$ cat src/rtl/pong_pkg.sv
// Shared constants for the pong game core and its VGA display stage:
// 640x480@60 timing, playfield geometry and the 2-bit-per-channel palette.
package pong_pkg;

    localparam int H_VISIBLE = 640;
    localparam int H_FRONT   = 16;
    localparam int H_SYNC    = 96;
    localparam int H_BACK    = 48;
    localparam int H_TOTAL   = H_VISIBLE + H_FRONT + H_SYNC + H_BACK;

    localparam int V_VISIBLE = 480;
    localparam int V_FRONT   = 10;
    localparam int V_SYNC    = 2;
    localparam int V_BACK    = 33;
    localparam int V_TOTAL   = V_VISIBLE + V_FRONT + V_SYNC + V_BACK;

    localparam int SCREEN_WIDTH  = H_VISIBLE;
    localparam int SCREEN_HEIGHT = V_VISIBLE;
    localparam int BALL_SIZE     = 10;
    localparam int PADDLE_WIDTH  = 10;
    localparam int PADDLE_HEIGHT = 60;
    localparam int BORDER        = 2;

    localparam logic [5:0] COL_BALL   = 6'b111111;
    localparam logic [5:0] COL_PADDLE = 6'b001100;
    localparam logic [5:0] COL_BORDER = 6'b000011;
    localparam logic [5:0] COL_BG     = 6'b000000;

    typedef struct packed {
        logic [9:0] ball_x;
        logic [9:0] ball_y;
        logic [9:0] paddle_y;
    } game_state_t;

    localparam game_state_t GAME_STATE_RST = '{ball_x: 10'd320, ball_y: 10'd240, paddle_y: 10'd210};

endpackage

$ cat src/rtl/vga_timing.sv
// Free-running hpos/vpos raster counters with combinational sync, active-area
// and frame-start decode; the caller registers everything it uses.
module vga_timing
    import pong_pkg::*;
#(
    parameter int H_VIS = H_VISIBLE,
    parameter int H_FP  = H_FRONT,
    parameter int H_SW  = H_SYNC,
    parameter int H_BP  = H_BACK,
    parameter int V_VIS = V_VISIBLE,
    parameter int V_FP  = V_FRONT,
    parameter int V_SW  = V_SYNC,
    parameter int V_BP  = V_BACK
) (
    input  logic       clk,
    input  logic       rst,
    output logic [9:0] hpos_o,
    output logic [9:0] vpos_o,
    output logic       hsync_n_o,
    output logic       vsync_n_o,
    output logic       active_o,
    output logic       frame_start_o
);
    localparam int H_TOT = H_VIS + H_FP + H_SW + H_BP;
    localparam int V_TOT = V_VIS + V_FP + V_SW + V_BP;

    logic [9:0] hpos_q, hpos_d;
    logic [9:0] vpos_q, vpos_d;

    always_comb begin
        hpos_d = hpos_q + 10'd1;
        vpos_d = vpos_q;
        if (hpos_q == 10'(H_TOT - 1)) begin
            hpos_d = '0;
            vpos_d = (vpos_q == 10'(V_TOT - 1)) ? '0 : vpos_q + 10'd1;
        end
    end

    always_ff @(posedge clk) begin
        if (rst) begin
            hpos_q <= '0;
            vpos_q <= '0;
        end else begin
            hpos_q <= hpos_d;
            vpos_q <= vpos_d;
        end
    end

    assign hpos_o        = hpos_q;
    assign vpos_o        = vpos_q;
    assign hsync_n_o     = !(hpos_q >= 10'(H_VIS + H_FP) && hpos_q < 10'(H_VIS + H_FP + H_SW));
    assign vsync_n_o     = !(vpos_q >= 10'(V_VIS + V_FP) && vpos_q < 10'(V_VIS + V_FP + V_SW));
    assign active_o      = (hpos_q < 10'(H_VIS)) && (vpos_q < 10'(V_VIS));
    // First blanking line start: safe moment to take a new game-state snapshot.
    assign frame_start_o = (hpos_q == '0) && (vpos_q == 10'(V_VIS));

endmodule

$ cat src/rtl/pong_vga_renderer.sv
// VGA display stage: snapshots game state once per frame, draws ball, paddle and
// border, and registers rgb/syncs/active/frame_tick one cycle behind the counters.
module pong_vga_renderer
    import pong_pkg::*;
#(
    parameter int H_VIS    = H_VISIBLE,
    parameter int H_FP     = H_FRONT,
    parameter int H_SW     = H_SYNC,
    parameter int H_BP     = H_BACK,
    parameter int V_VIS    = V_VISIBLE,
    parameter int V_FP     = V_FRONT,
    parameter int V_SW     = V_SYNC,
    parameter int V_BP     = V_BACK,
    parameter int BALL_SZ  = BALL_SIZE,
    parameter int PAD_W    = PADDLE_WIDTH,
    parameter int PAD_H    = PADDLE_HEIGHT,
    parameter int BORDER_W = BORDER
) (
    input  logic       clk,
    input  logic       rst,
    input  logic [9:0] ball_x,
    input  logic [9:0] ball_y,
    input  logic [9:0] paddle_y,
    output logic       hsync,
    output logic       vsync,
    output logic [5:0] rgb,
    output logic       video_active,
    output logic       frame_tick,
    output logic [9:0] hpos,
    output logic [9:0] vpos
);
    logic [9:0] hpos_c, vpos_c;
    logic       hs_n_c, vs_n_c, act_c, fstart_c;

    vga_timing #(
        .H_VIS(H_VIS), .H_FP(H_FP), .H_SW(H_SW), .H_BP(H_BP),
        .V_VIS(V_VIS), .V_FP(V_FP), .V_SW(V_SW), .V_BP(V_BP)
    ) u_timing (
        .clk           (clk),
        .rst           (rst),
        .hpos_o        (hpos_c),
        .vpos_o        (vpos_c),
        .hsync_n_o     (hs_n_c),
        .vsync_n_o     (vs_n_c),
        .active_o      (act_c),
        .frame_start_o (fstart_c)
    );

    game_state_t shadow_q, shadow_d;

    always_comb begin
        shadow_d = shadow_q;
        if (fstart_c) begin
            shadow_d.ball_x   = ball_x;
            shadow_d.ball_y   = ball_y;
            shadow_d.paddle_y = paddle_y;
        end
    end

    // 11-bit compares so an object parked near 1023 cannot wrap onto the left/top edge.
    logic [10:0] h11, v11, bx11, by11, py11;
    logic        ball_hit, pad_hit, border_hit;
    logic [5:0]  pix_c;

    assign h11  = {1'b0, hpos_c};
    assign v11  = {1'b0, vpos_c};
    assign bx11 = {1'b0, shadow_q.ball_x};
    assign by11 = {1'b0, shadow_q.ball_y};
    assign py11 = {1'b0, shadow_q.paddle_y};

    assign ball_hit   = (h11 >= bx11) && (h11 <= bx11 + 11'(BALL_SZ - 1)) &&
                        (v11 >= by11) && (v11 <= by11 + 11'(BALL_SZ - 1));
    assign pad_hit    = (h11 < 11'(PAD_W)) &&
                        (v11 >= py11) && (v11 <= py11 + 11'(PAD_H - 1));
    assign border_hit = (h11 < 11'(BORDER_W)) || (h11 >= 11'(H_VIS - BORDER_W)) ||
                        (v11 < 11'(BORDER_W)) || (v11 >= 11'(V_VIS - BORDER_W));

    always_comb begin
        pix_c = COL_BG;
        if (!act_c)          pix_c = COL_BG;
        else if (ball_hit)   pix_c = COL_BALL;
        else if (pad_hit)    pix_c = COL_PADDLE;
        else if (border_hit) pix_c = COL_BORDER;
    end

    logic       hsync_q, vsync_q, active_q, tick_q;
    logic [5:0] rgb_q;

    always_ff @(posedge clk) begin
        if (rst) begin
            shadow_q <= GAME_STATE_RST;
            hsync_q  <= 1'b1;
            vsync_q  <= 1'b1;
            rgb_q    <= COL_BG;
            active_q <= 1'b0;
            tick_q   <= 1'b0;
        end else begin
            shadow_q <= shadow_d;
            hsync_q  <= hs_n_c;
            vsync_q  <= vs_n_c;
            rgb_q    <= pix_c;
            active_q <= act_c;
            tick_q   <= fstart_c;
        end
    end

    assign hsync        = hsync_q;
    assign vsync        = vsync_q;
    assign rgb          = rgb_q;
    assign video_active = active_q;
    assign frame_tick   = tick_q;
    assign hpos         = hpos_c;
    assign vpos         = vpos_c;

endmodule

$ cat config.mk
export PLATFORM = sky130hd
export DESIGN_NAME = pong_vga_renderer
export DESIGN_NICKNAME = d
export VERILOG_FILES = /design/src/rtl/pong_pkg.sv /design/src/rtl/vga_timing.sv /design/src/rtl/pong_vga_renderer.sv
export SDC_FILE = /design/constraint.sdc
export NUM_CORES = 1
export LEC_CHECK = 0
export ABC_AREA = 1
export CORE_ASPECT_RATIO = 0.6
export CORE_MARGIN = 2
export CORE_UTILIZATION = 60
export DETAILED_ROUTE_END_ITERATION = 10
export GPL_ROUTABILITY_DRIVEN = 0
export PLACE_DENSITY = 0.87
export SLEW_MARGIN = 10
export SYNTH_ARGS = -nofsm -noshare
export SYNTH_HDL_FRONTEND = slang
export SYNTH_SLANG_ARGS = --single-unit
$ cat constraint.sdc
create_clock -name clk -period 5.45 [get_ports clk]
set_input_delay 0.545 -clock clk [delete_from_list [all_inputs] [get_ports clk]]
set_output_delay 0.545 -clock clk [all_outputs]
set_load 0.005 [all_outputs]
==> results.cfg, run 1 <==
[outcome]
status = finished, violations left
violations = DRC

[clock_network]
ctsHtreeMaxLevel = 3
post_cts_buffers = 0
clkLatencyLatePin_ns = 0.33
cts_resized = 0
cts_buffer_depth = 2
clk_pin_slew_worst_paths_ns = 0.05
cts_root_buf = clkbuf_16
cts.sink_count = 57
cts_buffers = 9
cts_hold_buf = 0
cts_tree = yes

[detailed_routing]
vias = 4374
via_per_inst = 5.78
wirelength_um = 12000
drcViolationCount = 4
wl_per_cell_um = 15.8
drt_iter0_drc = 297
first_pass_iters = 8
ant_nets = 0

[setup_path]
crit_type = reg2reg
worstPathRequired_ns = 5.63
critPathLaunchType = flop
cp.arrival_ns = 2.87
worst-path-max-fanout = 60
worstSetupEndpointType = flop
rrSetupSlack_ns = 2.75
setup.worst_path.start = u_timing.vpos_o[0]
r2r-start = u_timing.vpos_o[0]

[sta]
slew_viol_final = 0
setup_slack_ns = 2.75
hold_violations = 0
tightest_slew_ns = 1.01
min_period_ns = 2.70
fin_tns_setup_ns = 0
rsz0062_at_grt = no
setup_viol = 0
max_freq_ghz = 0.371
fin_crit_sh_pct = 49.5
skew_ns = 0.00494
slew_headroom_pct = 32.9

[logic_synthesis]
netlist_area_um2 = 4290
synth_cell_types = 36
syn_nets = 706
yosysSeqAreaShare_pct = 26.6
synth_seq_cells = 57
avgSynthCellArea_um2 = 7.06
yosysWarnings = 0
synth_cells = 607

[pwr]
p_leak_nw = 2.51
irDropWorstVdd_mv = 0.175
p_per_area_nw_per_um2 = 199

[placement]
dp_slack_ns = 2.87
dp.cells = 741
portBuffers = 61
dpl.hpwl_um = 8930

[worst_hold_path]
hp-start = bx11[1]
min_path_type = reg2reg

[floorplan]
die_h_um = 69.5
core_area_um2 = 6790
die_w_um = 113
fp-row-count = 23
initial_utilization_pct = 63.1
die_area_um2 = 7860
pin_count = 62

[finish]
utilization_pct = 77.2
drive_gt1_share_pct = 3.73
area_delta_synth_final_pct = 22.4
finalNonFillerCells = 757
nets = 764
diodes = 0

[global_route]
grt_pass1_wl_um = 19300
grt.overflow.total = 0
grt_pass1_vias = 4203
grt_util_all_layers_pct = 30.7
grt_antenna_before_repair = 0
grt_max_degree = 61

[run]
cap_viol_max_count = 0
[critical path, cell delays in order (launching register included)]
cell,delay (ns)
dfxtp_1,0.36
inv_1,0.22
ha_1,0.32
nand3_1,0.12
nor2_1,0.15
nand3_2,0.75
o21ai_0,0.51
a21oi_1,0.08
[power by group]
group / switching, mW / internal, mW
logic: 0.0282 / 0.0359
clock network: 0.190 / 0.364
registers: 0.00525 / 0.420
total: 0.223 / 0.820
[cells in the mapped netlist (all sizes together)]
library cell	instances	area [um2]
nand2	122	468
inv	77	289
ha	67	838
dfxtp	57	1140
nor2	54	213
a21oi	53	265
o21ai	43	215
nand3	39	208
xor2	23	201
nor3	18	106
clkbuf	10	37.5
nand4	10	62.6
o21a	5	37.5
a21o	4	30.0
and3	4	26.3
buf	4	26.3
nor4	3	18.8
xnor2	3	26.3
a31oi	2	12.5
o211ai	2	15.0
or2	2	12.5
a211oi	1	7.51
clkinv	1	3.75
nand3b	1	7.51
o21bai	1	7.51
o221ai	1	8.76
[layer usage]
metal / routed length (um) / share of wire (%) / track usage [%] / vias to the layer above
met3: 1210 / 10 / 8.30 / 32
met4: 197 / 1.6 / 8.94 / 0
li1: - / - / - / 2129
met5: 0 / 0 / 0 / -
met2: 5280 / 44 / 50.0 / 235
met1: 5290 / 44 / 39.9 / 1978
[cell usage in the layout, fill, tap and decap left out, types with 2 or more instances in the layout]
master / instances
a21o_1: 4
a21oi_1: 53
a31oi_1: 2
and3_1: 3
clkbuf_16: 9
clkdlybuf4s50_1: 61
clkinv_2: 2
clkinvlp_4: 2
dfxtp_1: 57
ha_1: 67
inv_1: 77
nand2_1: 120
nand3_1: 37
nand4_1: 10
nor2_1: 52
nor3_1: 16
nor4_1: 3
o211ai_1: 2
o21a_1: 5
o21ai_0: 43
xnor2_1: 3
xor2_1: 23
[flip-flops by register name, summed over array words and instances (netlist names)]
register / flops
bx11: 10
by11: 10
frame_tick: 1
hsync: 1
py11: 10
rgb: 3
u_timing.hpos_o: 10
u_timing.vpos_o: 10
video_active: 1
vsync: 1
[kinds of logic (layout without fill, tap and decap cells)]
| family | Yosys count | count (layout) | share of synthesized area, % |
|---|---|---|---|
| AO/OA/AOI/OAI | 112 | 112 | 14.0 |
| XOR/XNOR | 26 | 26 | 5.31 |
| adder cells (fa/ha/maj) | 67 | 67 | 19.6 |
| buffers and inverters | 92 | 155 | 8.32 |
| flip-flops | 57 | 57 | 26.6 |
| AND/OR/NAND/NOR | 253 | 253 | 26.2 |
[final cells by class]
type / instances / area (um2)
fill: 528 / 1550
clock inverter: 5 / 55.1
inverter: 78 / 293
tap: 87 / 109
clock buffer: 11 / 243
sequential: 57 / 1140
timing repair buffer: 61 / 611
multi-input combinational: 458 / 2790
[final timing paths]
check | end | depth (start not counted)
setup / recovery | by11[0] | 7
setup reg to reg | by11[0] | 7
hold reg to reg | bx11[1] | 2
hold / removal | bx11[1] | 2
[metrics by stage]
step / hold slack (ns) / cell area [um2] / power (mW)
after global placement: 0.472 / 4950 / 0.494
after detailed placement: 0.491 / 4950 / 0.496
after global routing: 0.547 / 5240 / 1.07
final: 0.513 / 5240 / 1.04
after CTS: 0.504 / 5240 / 1.05
after floorplan: 0.465 / 4290 / 0.459
Power figures use the tool's default switching activity.
==> run 2: changes to the inputs <==
Settings changed: CORE_UTILIZATION 60 to 50, PLACE_DENSITY 0.87 to 0.77.
Clock period 5.45 ns to 2.2 ns, I/O delays scaled along.
==> run 2 against run 1 <==
The run ends with setup timing left. Final area is 7.5% higher. Via count is 0.46% lower. First-iteration DRC count rose by 11%. Global-route usage is 3.3 points lower. Sequential share of layout area is 1.3 points lower. Clock power rose to 2.6 times the previous value. Core utilization down 10 points. Largest power group unchanged.
==> results.cfg, run 2 (synthesis results as in run 1) <==
[global_route]
grt_antenna_before_repair = 0
grt_util_all_layers_pct = 27.3
grt_max_degree = 61
grt_pass1_vias = 4167
grt.overflow.total = 0
grt_pass1_wl_um = 19500

[clock_network]
clk_pin_slew_worst_paths_ns = 0.05
cts_buffers = 9
ctsHtreeMaxLevel = 3
cts.sink_count = 57
cts_hold_buf = 0
cts_buffer_depth = 2
clkLatencyLatePin_ns = 0.33
cts_tree = yes
cts_root_buf = clkbuf_16

[finish]
area_delta_synth_final_pct = 31.5
drive_gt1_share_pct = 12.4
mostFrequentLayoutCell = nand2_1
finish.instance_area_um2 = 5640
nets = 788
diodes = 0
utilization_pct = 66.9
layout_common_cells = nand2_1, inv_1, ha_1

[sta]
max_freq_ghz = 0.440
slew_headroom_pct = 64.8
hold_violations = 0
fin_crit_sh_pct = 103
tightest_slew_ns = 0.528
slew_viol_final = 0
rsz0062_at_grt = yes
setup_slack_ns = -0.0732
setup_viol = 3
skew_ns = 0.00730
min_period_ns = 2.27

[placement]
portBuffers = 61
dpl.hpwl_um = 8920
placed_area_um2 = 5140

[run]
cap_viol_max_count = 0

[setup_path]
crit_type = reg2reg
worstPathRequired_ns = 2.47
worst-path-max-fanout = 3
setup.worst_path.start = bx11[0]
rrSetupSlack_ns = -0.07
worstSetupEndpointType = flop
cp.arrival_ns = 2.54
r2r-end = rgb[1]
r2r-start = bx11[0]
r2r_cells = 18
crit_end = rgb[1]
critPathLaunchType = flop

[detailed_routing]
via_per_inst = 5.40
first_pass_iters = 5
drcViolationCount = 0
ant_nets = 0
wl_per_cell_um = 14.8
wirelength_um = 11900
drt_iter0_drc = 330
vias = 4354

[floorplan]
initial_utilization_pct = 50.9
core_area_um2 = 8430
die_w_um = 124
fp-row-count = 26
die_h_um = 75.7
pin_count = 62
die_area_um2 = 9350

[pwr]
p_per_area_nw_per_um2 = 471
irDropWorstVdd_mv = 0.368
p_clk_share_pct = 54.1
pwr-share-comb_pct = 6.4
power.switching_mw = 0.585
seq_power_share_pct = 39.5
p_leak_nw = 2.64
finalPower_mw = 2.66
switching_share_pct = 22.0
p_int_mw = 2.07

[outcome]
status = finished, violations left
violations = setup timing

[worst_hold_path]
whs_path_depth = 3
min_path_type = in2reg
run 2: changes by cell type in the layout (fill, tap and decap cells not counted), sizes merged:
cell,before,now
buf,0,24
clkbuf,11,12
clkinvlp,2,1
run 2: cell type report:
| class | count | area, um2 |
|---|---|---|
| Fill cell | 706 | 2790 |
| Sequential cell | 57 | 1150 |
| Inverter | 78 | 293 |
| Timing Repair Buffer | 85 | 820 |
| Tap cell | 112 | 140 |
| Clock buffer | 12 | 256 |
| Multi-Input combinational cell | 458 | 2920 |
| Clock inverter | 4 | 51.3 |
run 2: worst min-delay path by stage:
stage | to | startpoint | slack (ns)
after floorplan | py11[4] | paddle_y[4] | 0.36
after global placement | u_timing.hpos_o[0] | u_timing.hpos_o[0] | 0.48
after detailed placement | u_timing.hpos_o[0] | u_timing.hpos_o[0] | 0.48
after CTS | by11[4] | ball_y[4] | 0.48
after global routing | by11[4] | ball_y[4] | 0.51
final | by11[4] | ball_y[4] | 0.49
run 2: metrics by stage:
step	std cells	hold slack [ns]	setup slack [ns]	TNS [ns]
6_report	806	0.486	-0.0732	-0.174
5_1_grt	806	0.511	-0.179	-0.514
4_1_cts	805	0.481	-0.0269	-0.0433
3_5_place_dp	785	0.481	-0.248	-0.713
3_3_place_gp	785	0.479	-0.108	-0.315
2_1_floorplan	607	0.361	0.133	0
run 2: what timing repair did:
action                     CTS  global route
pin swaps                   10             7
setup endpoints to repair    3             3
setup buffers                4             1
resized for setup           14            29
run 2: per-layer routing:
layer	track usage (%)	part of all wire (%)	up-vias
li1	-	-	2190
met1	37.1	48	1964
met2	43.3	43	180
met3	6.06	8.2	20
met4	9.47	1.4	0
met5	0	0	-
run 2: power groups by stage:
stage | clock [mW] | sequential [mW] | combinational (mW)
final | 1.44 | 1.05 | 0.171
after global routing | 1.50 | 1.05 | 0.187
after CTS | 1.45 | 1.05 | 0.169
after detailed placement | 0 | 1.07 | 0.167
after global placement | 0 | 1.07 | 0.162
after floorplan | 0 | 1.07 | 0.0662
run 2: critical path, stage by stage, from the launching register on:
cell     delay (ns)
dfxtp_2        0.35
nand3_2        0.09
nand2_1        0.08
nand2_2        0.08
buf_6          0.12
buf_4          0.13
xor2_2         0.13
ha_1           0.29
nand2_2        0.09
inv_1          0.04
a21oi_1        0.14
nand2_1        0.07
nand2_1        0.07
nand2_1        0.06
nand2_1        0.10
nand2_1        0.07
nor2_2         0.10
nand3_2        0.12
nand2_1        0.10
